[src/rtl/character_move_scheduler_if.sv]
// character_move_scheduler_if: register-file and movement-logic buses of the move scheduler
interface character_move_scheduler_if #(
    parameter int COORD_W = 5
);
    logic               reg_en;
    logic               reg_rw;
    logic [2:0]         reg_type;
    logic [COORD_W-1:0] reg_x_in;
    logic [COORD_W-1:0] reg_y_in;
    logic [COORD_W-1:0] reg_x_out;
    logic [COORD_W-1:0] reg_y_out;
    logic               mv_req;
    logic [2:0]         mv_type;
    logic [COORD_W-1:0] mv_x;
    logic [COORD_W-1:0] mv_y;
    logic               mv_ack;
    logic               mv_ok;
    logic [COORD_W-1:0] mv_x_new;
    logic [COORD_W-1:0] mv_y_new;

    modport master (
        output reg_en, reg_rw, reg_type, reg_x_in, reg_y_in,
        output mv_req, mv_type, mv_x, mv_y,
        input  reg_x_out, reg_y_out, mv_ack, mv_ok, mv_x_new, mv_y_new
    );

    modport slave (
        input  reg_en, reg_rw, reg_type, reg_x_in, reg_y_in,
        input  mv_req, mv_type, mv_x, mv_y,
        output reg_x_out, reg_y_out, mv_ack, mv_ok, mv_x_new, mv_y_new
    );
endinterface

[src/rtl/character_move_scheduler.sv]
// character_move_scheduler: per-tick read / move / write-back sweep over all characters
module character_move_scheduler #(
    parameter int NUM_CHARS   = 5,
    parameter int COORD_W     = 5,
    parameter int ACK_TIMEOUT = 15
) (
    input  logic clock_50,
    input  logic reset_n,
    input  logic tick,
    input  logic clear_err,
    output logic busy,
    output logic done,
    output logic caught,
    output logic overrun,
    output logic timeout_err,
    character_move_scheduler_if.master bus
);
    localparam int TW = $clog2(ACK_TIMEOUT + 1);

    typedef enum logic [2:0] {IDLE, READ, RDWAIT, REQ, WRITE, DONE} state_t;

    state_t             state, state_nx;
    logic [2:0]         idx;
    logic               pending;
    logic [TW-1:0]      tcnt;
    logic [COORD_W-1:0] cur_x, cur_y, nxt_x, nxt_y, pac_x, pac_y;
    logic               hit;
    logic               last, to_last, start;

    assign last    = idx == 3'(NUM_CHARS - 1);
    assign to_last = tcnt == TW'(ACK_TIMEOUT - 1);
    assign start   = tick || pending;

    // state register
    always_ff @(posedge clock_50 or negedge reset_n) begin
        if (!reset_n) state <= IDLE;
        else          state <= state_nx;
    end

    // next-state: one read, one move request and one write-back per character
    always_comb begin
        state_nx = state;
        case (state)
            IDLE:    state_nx = start ? READ : IDLE;
            READ:    state_nx = RDWAIT;
            RDWAIT:  state_nx = REQ;
            REQ:     state_nx = (bus.mv_ack || to_last) ? WRITE : REQ;
            WRITE:   state_nx = last ? DONE : READ;
            DONE:    state_nx = IDLE;
            default: state_nx = IDLE;
        endcase
    end

    // outputs decoded from state and registered data only
    always_comb begin
        bus.reg_en   = (state == READ) || (state == WRITE);
        bus.reg_rw   = state == READ;
        bus.reg_type = ((state == READ) || (state == WRITE)) ? idx : 3'd0;
        bus.reg_x_in = (state == WRITE) ? nxt_x : '0;
        bus.reg_y_in = (state == WRITE) ? nxt_y : '0;
        bus.mv_req   = state == REQ;
        bus.mv_type  = (state == REQ) ? idx : 3'd0;
        bus.mv_x     = (state == REQ) ? cur_x : '0;
        bus.mv_y     = (state == REQ) ? cur_y : '0;
        busy         = state != IDLE;
        done         = state == DONE;
        caught       = (state == DONE) && hit;
    end

    // sweep index, captured coordinates, collision tracking and sticky error flags
    always_ff @(posedge clock_50 or negedge reset_n) begin
        if (!reset_n) begin
            idx         <= '0;
            pending     <= 1'b0;
            tcnt        <= '0;
            cur_x       <= '0;
            cur_y       <= '0;
            nxt_x       <= '0;
            nxt_y       <= '0;
            pac_x       <= '0;
            pac_y       <= '0;
            hit         <= 1'b0;
            overrun     <= 1'b0;
            timeout_err <= 1'b0;
        end else begin
            if ((state == IDLE) && start) idx <= '0;
            else if ((state == WRITE) && !last) idx <= idx + 3'd1;
            pending     <= (state != IDLE) && (pending || tick);
            overrun     <= !clear_err && (overrun || (tick && (state != IDLE)));
            timeout_err <= !clear_err && (timeout_err || ((state == REQ) && !bus.mv_ack && to_last));
            tcnt        <= (state == REQ) ? tcnt + TW'(1) : '0;
            if (state == RDWAIT) begin
                cur_x <= bus.reg_x_out;
                cur_y <= bus.reg_y_out;
            end
            if (state == REQ) begin
                nxt_x <= (bus.mv_ack && bus.mv_ok) ? bus.mv_x_new : cur_x;
                nxt_y <= (bus.mv_ack && bus.mv_ok) ? bus.mv_y_new : cur_y;
            end
            if ((state == READ) && (idx == 3'd0)) hit <= 1'b0;
            else if ((state == WRITE) && (idx != 3'd0) && (nxt_x == pac_x) && (nxt_y == pac_y)) hit <= 1'b1;
            if ((state == WRITE) && (idx == 3'd0)) begin
                pac_x <= nxt_x;
                pac_y <= nxt_y;
            end
        end
    end
endmodule
[src/flat_wrapper.sv]
// flat-port wrapper written by rule: the top's interface ports become plain ports
module character_move_scheduler_flat 
#(
    parameter int NUM_CHARS   = 5,
    parameter int COORD_W     = 5,
    parameter int ACK_TIMEOUT = 15
)
  (clock_50, reset_n, tick, clear_err, busy, done, caught, overrun, timeout_err, bus_reg_en, bus_reg_rw, bus_reg_type, bus_reg_x_in, bus_reg_y_in, bus_mv_req, bus_mv_type, bus_mv_x, bus_mv_y, bus_reg_x_out, bus_reg_y_out, bus_mv_ack, bus_mv_ok, bus_mv_x_new, bus_mv_y_new);
  character_move_scheduler_if #(.COORD_W(COORD_W)) bus_i ();
  input  logic clock_50;
  input  logic reset_n;
  input  logic tick;
  input  logic clear_err;
  output logic busy;
  output logic done;
  output logic caught;
  output logic overrun;
  output logic timeout_err;
  output wire logic [$bits(bus_i.reg_en)-1:0] bus_reg_en;
  output wire logic [$bits(bus_i.reg_rw)-1:0] bus_reg_rw;
  output wire logic [$bits(bus_i.reg_type)-1:0] bus_reg_type;
  output wire logic [$bits(bus_i.reg_x_in)-1:0] bus_reg_x_in;
  output wire logic [$bits(bus_i.reg_y_in)-1:0] bus_reg_y_in;
  output wire logic [$bits(bus_i.mv_req)-1:0] bus_mv_req;
  output wire logic [$bits(bus_i.mv_type)-1:0] bus_mv_type;
  output wire logic [$bits(bus_i.mv_x)-1:0] bus_mv_x;
  output wire logic [$bits(bus_i.mv_y)-1:0] bus_mv_y;
  input wire logic [$bits(bus_i.reg_x_out)-1:0] bus_reg_x_out;
  input wire logic [$bits(bus_i.reg_y_out)-1:0] bus_reg_y_out;
  input wire logic [$bits(bus_i.mv_ack)-1:0] bus_mv_ack;
  input wire logic [$bits(bus_i.mv_ok)-1:0] bus_mv_ok;
  input wire logic [$bits(bus_i.mv_x_new)-1:0] bus_mv_x_new;
  input wire logic [$bits(bus_i.mv_y_new)-1:0] bus_mv_y_new;
  assign bus_reg_en = bus_i.reg_en;
  assign bus_reg_rw = bus_i.reg_rw;
  assign bus_reg_type = bus_i.reg_type;
  assign bus_reg_x_in = bus_i.reg_x_in;
  assign bus_reg_y_in = bus_i.reg_y_in;
  assign bus_mv_req = bus_i.mv_req;
  assign bus_mv_type = bus_i.mv_type;
  assign bus_mv_x = bus_i.mv_x;
  assign bus_mv_y = bus_i.mv_y;
  assign bus_i.reg_x_out = bus_reg_x_out;
  assign bus_i.reg_y_out = bus_reg_y_out;
  assign bus_i.mv_ack = bus_mv_ack;
  assign bus_i.mv_ok = bus_mv_ok;
  assign bus_i.mv_x_new = bus_mv_x_new;
  assign bus_i.mv_y_new = bus_mv_y_new;
  character_move_scheduler #(.NUM_CHARS(NUM_CHARS), .COORD_W(COORD_W), .ACK_TIMEOUT(ACK_TIMEOUT)) u_core (.clock_50(clock_50), .reset_n(reset_n), .tick(tick), .clear_err(clear_err), .busy(busy), .done(done), .caught(caught), .overrun(overrun), .timeout_err(timeout_err), .bus(bus_i));
endmodule
[config.mk]
export PLATFORM = sky130hd
export DESIGN_NAME = character_move_scheduler_flat
export DESIGN_NICKNAME = d
export VERILOG_FILES = /design/src/rtl/character_move_scheduler_if.sv /design/src/rtl/character_move_scheduler.sv /design/src/flat_wrapper.sv
export SDC_FILE = /design/constraint.sdc
export NUM_CORES = 1
export LEC_CHECK = 0
export CORE_ASPECT_RATIO = 1.75
export CORE_MARGIN = 2
export CORE_UTILIZATION = 59
export CTS_BUF_LIST = sky130_fd_sc_hd__clkbuf_8
export DETAILED_ROUTE_END_ITERATION = 8
export DONT_BUFFER_PORTS = 1
export GPL_ROUTABILITY_DRIVEN = 0
export GPL_TIMING_DRIVEN = 1
export PLACE_DENSITY = 0.78
export SYNTH_ARGS = -nofsm -noshare
export SYNTH_HDL_FRONTEND = slang
export SYNTH_SLANG_ARGS = --single-unit
export TNS_END_PERCENT = 1
[constraint.sdc]
create_clock -name clock_50 -period 1.5 [get_ports clock_50]
set_input_delay 0 -clock clock_50 [delete_from_list [all_inputs] [get_ports clock_50]]
set_output_delay 0 -clock clock_50 [all_outputs]
set_load 0.02 [all_outputs]
### Yosys cells after proc, flatten, opt, wreduce, memory -nomap -nowiden

Index checks and enable logic that the tools add are counted.

| word-level totals | value |
|---|---|
| register bits after elaboration | 44 |
| input bits | 26 |
| output and inout port bits | 34 |
| word-level logic and storage cells | 70 |

| cells by class | value |
|---|---|
| add/sub/neg operators | 2 |
| equal/unequal tests | 9 |
| muxes and demuxes | 17 |
| reductions and logical operators | 29 |

Operator list:

| kind | count |
|---|---|
| 2-to-1 mux 5 bit | 6 |
| 2-to-1 mux 3 bit | 6 |
| logical AND 1 bit | 15 |
| one-hot mux 3 bit (5 select lines) | 1 |
| == test 5 bit | 2 |
| == test 3 bit (second input constant) | 3 |
| == test 3 x 2 -> 1 bit (second input constant) | 2 |
| zero test 3 bit | 2 |
| nonzero test 3 bit | 2 |
| logical OR 1 bit | 5 |
| adder 4 x 1 -> 4 bit (second input constant) | 1 |
| == test 4 bit (second input constant) | 1 |
| 2-to-1 mux 4 bit | 1 |
| nonzero test 2 bit | 2 |
| adder 3 x 1 -> 3 bit (second input constant) | 1 |
| == test 3 x 1 -> 1 bit (second input constant) | 1 |
| zero test 1 bit | 3 |
| 2-to-1 mux 1 bit | 3 |

### Logic depth before layout (Yosys ltp)

| logic depth | value |
|---|---|
| word-level depth | 6 |
| gate-level depth with buffers | 6 |

### Least setup slack after synthesis

No wires, ideal clock.

| timing path | value |
|---|---|
| kind | register to output |
| start point | register u_core.state[1] |
| end point | output bus_reg_type[2] |
| arrival | 1.666 ns |
| slack | -0.166 ns |
| cell stages (with the launch flop) | 5 |
| path buffers | 1 |
| cell sequence | dfrtp_1 -> buf_6 -> nor3b_1 -> nor2_1 -> nor2b_1 |

| on the way | value |
|---|---|
| longest elaborated chain between the ends | 3 |
| elaborated cells between the ends (all ways) | 4 |
| classes of those cells | eq/ne (2); mux (1); reduce/logical (1) |

Ends and longest elaborated chain:

| what | line | text |
|---|---|---|
| start, declared | character_move_scheduler.sv:22 | `state_t state, state_nx;` |
| start signal, assigned | character_move_scheduler.sv:37 | `else state <= state_nx;` |
| == test 3 x 1 -> 1 bit | - |  |
| via bus_reg_rw | flat_wrapper.sv:20 | `output wire logic [$bits(bus_i.reg_rw)-1:0] bus_reg_rw;` |
| logical OR 1 bit | character_move_scheduler.sv:58 | `bus.reg_type = ((state == READ) \|\| (state == WRITE)) ? idx : 3'd0;` |
| 2-to-1 mux 3 bit | character_move_scheduler.sv:58 |  |
| end, declared | flat_wrapper.sv:21 | `output wire logic [$bits(bus_i.reg_type)-1:0] bus_reg_type;` |

The timed path passes the listed nets, and every way through them passes these cells.

### Worst setup path in the final report

| timing path | value |
|---|---|
| start point | register u_core.state[1] |
| end point | output bus_reg_type[2] |

| on the way | value |
|---|---|
| longest elaborated chain between the ends | 3 |
| elaborated cells between the ends (all ways) | 4 |
| classes of those cells | eq/ne (2); mux (1); reduce/logical (1) |

Ends and longest elaborated chain:

| what | line |
|---|---|
| == test 3 x 1 -> 1 bit / == test 3 bit (equally long branches) | character_move_scheduler.sv:58 |
| logical OR 1 bit (*) | character_move_scheduler.sv:58 |
| 2-to-1 mux 3 bit (*) | character_move_scheduler.sv:58 |

Every way passes the cells marked *; elsewhere a longest branch is shown, timed or not.

==> flow_summary.json <==
{
  "layout.nets": 275,
  "io_pins": 60,
  "startpoint": "u_core.state[1]",
  "port_buffers": 0,
  "cts_root_buf": "clkbuf_8",
  "chipWidth_um": 50.2,
  "criticalPathCategory": "flop to primary output",
  "fmax_mhz": 659,
  "min_period_ps": 1520,
  "cp-start-kind": "flop",
  "violations": "setup timing",
  "cts_buffers": 5,
  "grt_pass1_wl_um": 8480,
  "ir_drop_v": 0.00144,
  "cts.sinks": 44,
  "cellPowerDensity_nw_per_um2": 1950,
  "holdWs_ps": 13.9,
  "gr-total-overflow": 0,
  "dp_hpwl_um": 3420,
  "tightestPinTransition_ps": 595,
  "setup_tns_ps": -18.1,
  "ant_nets": 0,
  "clock_latency_ps": 300,
  "ys_seq_elements": 44,
  "crit_required_ps": 1500,
  "antenna_found_initial": 0,
  "rsz0062_at_grt": "yes",
  "slew_viol_final": 0,
  "finalNonFillerCells": 291,
  "clock-skew-final_ps": 5.02,
  "grt_pass1_vias": 1854,
  "grt_max_degree": 45,
  "drt_iter0_drc": 28,
  "hold_viol_final": 0,
  "netlist-cell-type-count": 36,
  "h-tree-depth": 2,
  "finalCritPeriodShare_pct": 101,
  "synth_edf_count": 0,
  "min_from": "tick",
  "ff_latch_area_sq_um": 1100,
  "synth_fp_nets": 230,
  "synth_area_sq_um": 2210,
  "ys.flop_type": "dfrtp_1",
  "grt_util_all_layers_pct": 26.8,
  "cp.arrival_ps": 1520,
  "final-setup-viol-count": 1,
  "cts_buffer_depth": 2,
  "via_per_inst": 5.78,
  "ys_seq_area_share_pct": 49.9,
  "multi_input_area_sq_um": 1110,
  "hp-class": "primary input to flop",
  "core_area_sq_um": 3590,
  "wl_per_cell_um": 17.9,
  "async_flop_share_pct": 100,
  "netlist_instances": 200,
  "drcViolationCount": 0,
  "setup_slack_ps": -18.1,
  "dieHeight_um": 84.9,
  "layout_commonest_cell": "dfrtp_1",
  "dp.cells": 254,
  "worstReg2RegStart": "u_core.state[1]",
  "syn_to_final_growth_pct": 30.0,
  "endpoint_kind": "primary output",
  "rows": 29,
  "cap_violations": 0,
  "drive_gt1_share_pct": 35.9,
  "cts_tree": "yes",
  "status": "finished, violations left",
  "utilization_pct": 79.9,
  "syn_area_per_cell_sq_um": 11.0,
  "leakage_nw": 1.36,
  "n_antenna_cell": 0,
  "fillers": 208,
  "initial_utilization_pct": 61.4,
  "drt-pass1-iter-count": 4,
  "most-common-layout-cells": "dfrtp_1 (41), dlygate4sd3_1 (24), mux2_2 (19)",
  "die-area_sq_um": 4270,
  "clkTransAtPathRegs_ps": 80,
  "ys_warn_count": 0,
  "max_slew_margin_pct": 60.2,
  "vias": 1682,
  "wl_um": 5200,
  "crit_fanout": 8
}
## worst max-delay path, stage by stage, from the launching register on
cell	delay, ps
dfrtp_2	480
nor3b_4	270
buf_6	160
nor2_4	40
nor2b_1	120
buf_4	150
## cells by family after synthesis
group / after synthesis / share of synthesized area (%)
simple gates: 70 / 18.0
flops: 44 / 49.9
mux: 30 / 14.9
compound gates: 25 / 6.63
buf+inv: 15 / 3.51
xor+xnor: 12 / 4.76
fa+ha+maj: 4 / 2.27
## state kept, by name, summed over array words and instances, names as in the netlist, 3 cells and up
signal and cells:
u_core.cur_y 5, u_core.pac_y 5, u_core.nxt_x 5, u_core.state 3
u_core.nxt_y 5, u_core.tcnt 4, u_core.idx 3, u_core.cur_x 5
u_core.pac_x 5
## routing by layer
layer / global-route usage [%] / wire (um) / vias to the layer above
li1: - / - / 767
met3: 7.57 / 341 / 14
met1: 26.3 / 1810 / 828
met5: 0 / 0 / -
met4: 15.2 / 153 / 0
met2: 48.3 / 2900 / 73
## final timing paths
| check | endpoint | slack [ps] | cells after the start |
|---|---|---|---|
| worst max-delay path | bus_reg_type[2] | -20 | 5 |
| min in group asynchronous | u_core.tcnt[3] | 170 | 2 |
| max in group asynchronous | u_core.state[1] | 1110 | 2 |
| worst max register to register | u_core.idx[1] | 0 | 3 |
| worst min-delay path | u_core.idx[0] | 10 | 3 |
| worst min register to register | u_core.tcnt[0] | 490 | 1 |
## metrics by stage
step	setup WS, ps	power [mW]	area, sq um
after global placement	-5.23	3.96	2340
after global routing	-74.1	5.95	2870
after detailed placement	-97.3	4.15	2340
after floorplan	18.9	3.63	2210
final	-18.1	5.61	2870
after CTS	-9.93	5.41	2780
## layout make-up
class / instances / area share [%]
Inverter: 6 / 0.872
Clock inverter: 2 / 2.09
Tap cell: 46 / 2.01
Multi-Input combinational cell: 141 / 38.8
Sequential cell: 44 / 38.5
Clock buffer: 5 / 2.40
Timing Repair Buffer: 47 / 15.3
## power by group
group          switching, mW  total [mW]  internal, mW
Sequential             0.503        2.18          1.67
Combinational           1.24        2.37          1.13
Clock                  0.402        1.06         0.655
Total                   2.14        5.61          3.46
## cell usage after synthesis, drive strengths merged, types with 5 or more instances
| library cell | count | area [sq um] |
|---|---|---|
| mux2i | 10 | 100 |
| o21ai | 12 | 60.1 |
| nand2 | 13 | 56.3 |
| a21oi | 5 | 25.0 |
| buf | 5 | 40.0 |
| dfrtp | 44 | 1100 |
| and2 | 23 | 144 |
| inv | 6 | 22.5 |
| mux2 | 20 | 229 |
| xor2 | 11 | 96.3 |
| nor2 | 14 | 52.6 |
## timing repair
item	in CTS	in global routing
endpoints found under the setup margin	38	36
setup buffers	2	3
cloned	0	0
gates resized for setup	20	27
endpoints found under the hold margin	70	0
pin swaps	1	7
hold buffers	25	0
(Power assumes the default switching activity.)
